<file path="src/rtl/dif_tf_pkg.sv">
// Shared defaults for the radix-16 DIF twiddle constant bank.
// Holds the row-0 reset constants (tf1/tf5/tf9/tf13) and the default table geometry.
package dif_tf_pkg;

  localparam int TF_P_WIDTH   = 64;
  localparam int TF_NUM_CH    = 4;
  localparam int TF_NUM_STAGE = 4;

  localparam logic [63:0] TF_ROW0_DEF [4] = '{
    64'h381d997f2d35d682,
    64'h252502e45f699196,
    64'h4a3f9ccc62d9a86a,
    64'h75c91fcd00f90ea6
  };

  // Channels beyond the four known constants reset to zero.
  function automatic logic [63:0] tf_default(input int ch);
    case (ch)
      0:       return TF_ROW0_DEF[0];
      1:       return TF_ROW0_DEF[1];
      2:       return TF_ROW0_DEF[2];
      3:       return TF_ROW0_DEF[3];
      default: return 64'h0;
    endcase
  endfunction

endpackage

</file>
<file path="src/rtl/dif_tf_const_bank.sv">
// Per-stage twiddle constant table with run-time reload; registered row output, 1-cycle read latency.
// No backpressure: one read and one write accepted every cycle; out-of-range requests raise sticky Q_err.
module dif_tf_const_bank
  import dif_tf_pkg::*;
#(
  parameter int P_WIDTH   = TF_P_WIDTH,
  parameter int NUM_CH    = TF_NUM_CH,
  parameter int NUM_STAGE = TF_NUM_STAGE,
  parameter int SC_WIDTH  = 3,
  parameter int CH_WIDTH  = (NUM_CH > 1) ? $clog2(NUM_CH) : 1
) (
  input  logic                        clk,
  input  logic                        rst_n,
  input  logic [SC_WIDTH-1:0]         stage_counter,
  input  logic                        CEN,
  input  logic                        cfg_we,
  input  logic [SC_WIDTH-1:0]         cfg_stage,
  input  logic [CH_WIDTH-1:0]         cfg_ch,
  input  logic [P_WIDTH-1:0]          cfg_data,
  output logic [NUM_CH*P_WIDTH-1:0]   Q_tf,
  output logic                        Q_valid,
  output logic                        Q_err
);

  logic [P_WIDTH-1:0]        tbl_q [NUM_STAGE][NUM_CH];
  logic [NUM_CH*P_WIDTH-1:0] tf_q, tf_d;
  logic                      valid_q, valid_d;
  logic                      err_q, err_d;
  logic                      rd_req, rd_ok, wr_ok;

  always_comb begin
    rd_req  = !CEN;
    rd_ok   = 32'(stage_counter) < 32'(NUM_STAGE);
    wr_ok   = (32'(cfg_stage) < 32'(NUM_STAGE)) && (32'(cfg_ch) < 32'(NUM_CH));
    tf_d    = tf_q;
    valid_d = 1'b0;
    err_d   = err_q;
    // The row mux reads the pre-edge table, giving read-before-write on a same-row collision.
    if (rd_req && rd_ok) begin
      valid_d = 1'b1;
      for (int s = 0; s < NUM_STAGE; s++) begin
        if (32'(stage_counter) == 32'(s)) begin
          for (int c = 0; c < NUM_CH; c++) begin
            tf_d[c*P_WIDTH +: P_WIDTH] = tbl_q[s][c];
          end
        end
      end
    end
    if ((rd_req && !rd_ok) || (cfg_we && !wr_ok)) begin
      err_d = 1'b1;
    end
  end

  always_ff @(posedge clk) begin
    if (rst_n) begin
      for (int s = 0; s < NUM_STAGE; s++) begin
        for (int c = 0; c < NUM_CH; c++) begin
          tbl_q[s][c] <= (s == 0) ? P_WIDTH'(tf_default(c)) : '0;
        end
      end
    end else if (cfg_we && wr_ok) begin
      for (int s = 0; s < NUM_STAGE; s++) begin
        for (int c = 0; c < NUM_CH; c++) begin
          if ((32'(cfg_stage) == 32'(s)) && (32'(cfg_ch) == 32'(c))) begin
            tbl_q[s][c] <= cfg_data;
          end
        end
      end
    end
  end

  always_ff @(posedge clk) begin
    if (rst_n) begin
      tf_q    <= '0;
      valid_q <= 1'b0;
      err_q   <= 1'b0;
    end else begin
      tf_q    <= tf_d;
      valid_q <= valid_d;
      err_q   <= err_d;
    end
  end

  assign Q_tf    = tf_q;
  assign Q_valid = valid_q;
  assign Q_err   = err_q;

endmodule

</file>
<file path="config.mk">
export PLATFORM = sky130hd
export DESIGN_NAME = dif_tf_const_bank
export DESIGN_NICKNAME = d
export VERILOG_FILES = /design/src/rtl/dif_tf_pkg.sv /design/src/rtl/dif_tf_const_bank.sv
export SDC_FILE = /design/constraint.sdc
export NUM_CORES = 2
export LEC_CHECK = 0
export BUFFER_PORTS_ARGS = -buffer_cell sky130_fd_sc_hd__buf_4
export CAP_MARGIN = 20
export CELL_PAD_IN_SITES_DETAIL_PLACEMENT = 1
export CELL_PAD_IN_SITES_GLOBAL_PLACEMENT = 1
export CORE_ASPECT_RATIO = 1.5
export CORE_MARGIN = 2
export CORE_UTILIZATION = 45
export CTS_BUF_LIST = sky130_fd_sc_hd__clkbuf_8
export DETAILED_ROUTE_END_ITERATION = 16
export GPL_ROUTABILITY_DRIVEN = 0
export PLACE_DENSITY_LB_ADDON = 0.1
export SYNTH_ARGS = -nofsm -noshare
export SYNTH_HDL_FRONTEND = slang
export SYNTH_SLANG_ARGS = --single-unit
</file>
<file path="constraint.sdc">
create_clock -name clk -period 3.51 [get_ports clk]
set_input_delay 0.702 -clock clk [delete_from_list [all_inputs] [get_ports clk]]
set_output_delay 0.702 -clock clk [all_outputs]
set_load 0.05 [all_outputs]
</file>
==> results.json <==
{
  "drtIter0Drc": 3475,
  "port_buffers": 333,
  "ctsResizeCount": 0,
  "die_w_um": 270,
  "viasPerCell": 6.12,
  "grt_overflow_total": 0,
  "p_leak_nw": 19.4,
  "cts_tree": "done",
  "vias": 32300,
  "synth_seq_cells": 1282,
  "clock_sinks": 1282,
  "async_flop_share": 0,
  "finalCritPeriodShare": 0.686,
  "wl_per_cell_um": 31.1,
  "syn_avg_cell_area_um2": 14.1,
  "die-area_um2": 109000,
  "combPwrFrac": 0.097,
  "setup_viol": 0,
  "syn_inst": 3404,
  "track_usage": 0.299,
  "synth_fp_nets": 3480,
  "status": "finished, final reports clean",
  "grt_max_degree": 175,
  "drt_pass1_iterations": 5,
  "cts_buffers": 183,
  "seqCellArea_um2": 35900,
  "placedInstanceArea_um2": 52500,
  "cts_max_level": 4,
  "power_density_nw_per_um2": 577,
  "grt_pass1_wl_mm": 237,
  "path_max_fanout": 2,
  "layout_common_cells": "edfxtp_1 (1,024), nor2_1 (708), buf_4 (357)",
  "hold_slack_ps": 142,
  "clkPwrFrac": 0.354,
  "seqPwrFrac": 0.550,
  "synth.distinct_cells": 33,
  "chipHeight_um": 404,
  "end_kind": "output pin",
  "fmax_mhz": 415,
  "hp-class": "input port to register",
  "pre_cts_ws_ps": 638,
  "whs_path_depth": 2,
  "path_clk_slew_ps": 70,
  "tns_ps": 0,
  "antenna_found_initial": 8,
  "finalCriticalPeriod_ps": 2410,
  "required_ps": 2810,
  "setup_slack_ps": 1100,
  "start_util": 0.454,
  "core_area_um2": 106000,
  "skew_ps": 18.9,
  "arrival_ps": 1700,
  "drtAntennaViolNets": 0,
  "p_int_w": 0.0238,
  "peakVddDrop_uv": 294,
  "nets": 3790,
  "critical_path.slowest_cell": "dfxtp_1",
  "dp_hpwl_mm": 94.3,
  "postCtsHoldBufs": 0,
  "clock_latency_ps": 880,
  "clock_path_buffers": 3,
  "grt_setup_unrepaired": "false",
  "first_global_vias": 34400,
  "syn_to_final_growth_pct": 17.0,
  "worstPathCellList": "buf_4",
  "synth_edf_count": 1024,
  "relSlewSlack": 0.351,
  "critical_path_class": "register to output pin",
  "cp_num_buf_inv": 1,
  "layout.cells.non_filler": 5281,
  "yosysWarningCount": 0,
  "switching_share": 0.263,
  "synthFlopType": "edfxtp_1",
  "max-cap-violations": 0,
  "fillers": 10500,
  "cts-root-buf": "clkbuf_8",
  "final_area_um2": 56000,
  "worst_pin_slew_ps": 974,
  "worst-path-stages": 1,
  "netlist_area_um2": 47900,
  "cpPeakStageDelay_ps": 540,
  "drive_gt1_frac": 0.180,
  "final_common_cell": "edfxtp_1",
  "postCtsSetupRepairBufs": 0,
  "drv_slew": 0,
  "ff2ff_path_depth": 2,
  "multi_input_area_um2": 11000,
  "routed_wl_mm": 164,
  "rows": 146,
  "pin_count": 334,
  "drc": 0,
  "cp-start-kind": "register",
  "dp.cells": 4935,
  "yosysSeqAreaShare": 0.750,
  "critical_path.top_delay_family": "flip-flops",
  "hold_viol": 0,
  "p_switching_w": 0.00852
}
flip-flops by register name, summed over array words and instances, names as in the netlist:
signal / count
Q_err: 1
Q_tf: 256
tbl_q: 1024
Q_valid: 1
stage by stage:
step	total power, W	utilization
2_1_floorplan	0.0197	-
3_3_place_gp	0.0211	0.497
3_5_place_dp	0.0212	0.497
4_1_cts	0.0325	0.531
5_1_grt	0.0333	0.531
6_report	0.0323	0.531
logic make-up (layout without fill, tap and decap cells):
kind of cell / count (synthesis) / after routing / share of synthesized area
compound gates: 819 / 819 / 0.135
other cells: 0 / 1 / 0
simple gates: 1008 / 1008 / 0.0894
flops: 1282 / 1282 / 0.750
buf+inv: 295 / 765 / 0.0253
cells in the mapped netlist (2+ instances only):
master    instances  area share
nand2_1         131       0.010
dfxtp_1         258        0.11
and2_1           75      0.0098
a21o_1           45      0.0071
a22oi_1         256       0.040
or2b_1            3     0.00047
buf_6             2     0.00047
buf_1             7     0.00055
nor3_1            2     0.00021
buf_8             3     0.00094
and2_4           20      0.0037
nand3b_1          2     0.00031
clkbuf_1        234       0.018
edfxtp_1       1024        0.64
nand2b_1         52      0.0068
a211oi_1        256       0.040
inv_1             3     0.00024
a221oi_1        257       0.047
and3_1            2     0.00026
nor3b_1           3     0.00047
and3b_1           2     0.00037
a41o_1            2     0.00042
buf_2            45      0.0047
nor2b_1           2     0.00026
nor2_1          709       0.056
or2_2             2     0.00026
path summary, 6_finish.rpt:
kind / endpoint / slack (ps) / from
worst max register to register: Q_tf[33] / 2290 / tbl_q[2][225]
worst min register to register: Q_tf[122] / 500 / Q_tf[122]
worst max-delay path: Q_tf[10] / 1100 / Q_tf[10]
worst min-delay path: tbl_q[0][210] / 140 / cfg_data[18]
worst reg2reg max path, cell delays in order, from the launching register on:
cell	delay, ps
edfxtp_1	420
a221oi_1	480
a211oi_1	160
power by group through the flow:
stage               clock, W  combinational [W]  sequential, W
floorplan                  0            0.00109         0.0186
global placement           0            0.00309         0.0180
detailed placement         0            0.00313         0.0181
CTS                   0.0116            0.00315         0.0178
global route          0.0122            0.00328         0.0178
finish                0.0114            0.00312         0.0178
layer usage:
metal  track usage  up-vias  share of wire  routed length (um)
met5             0        -        0.00046                  76
met4        0.0976       12          0.031                5130
met3        0.0524      283          0.066               10900
met2         0.508     1506           0.50               81900
met1         0.388    16900           0.40               66100
li1              -    13700              -                   -
layout make-up:
class / count / area share
Clock buffer: 203 / 0.0499
Multi-Input combinational cell: 1827 / 0.196
Timing Repair Buffer: 417 / 0.0692
Inverter: 3 / 0.000201
Sequential cell: 1282 / 0.641
Tap cell: 1406 / 0.0314
Clock inverter: 142 / 0.0129
Antenna cell: 1 / 0.0000447
(Power assumes the default switching activity.)
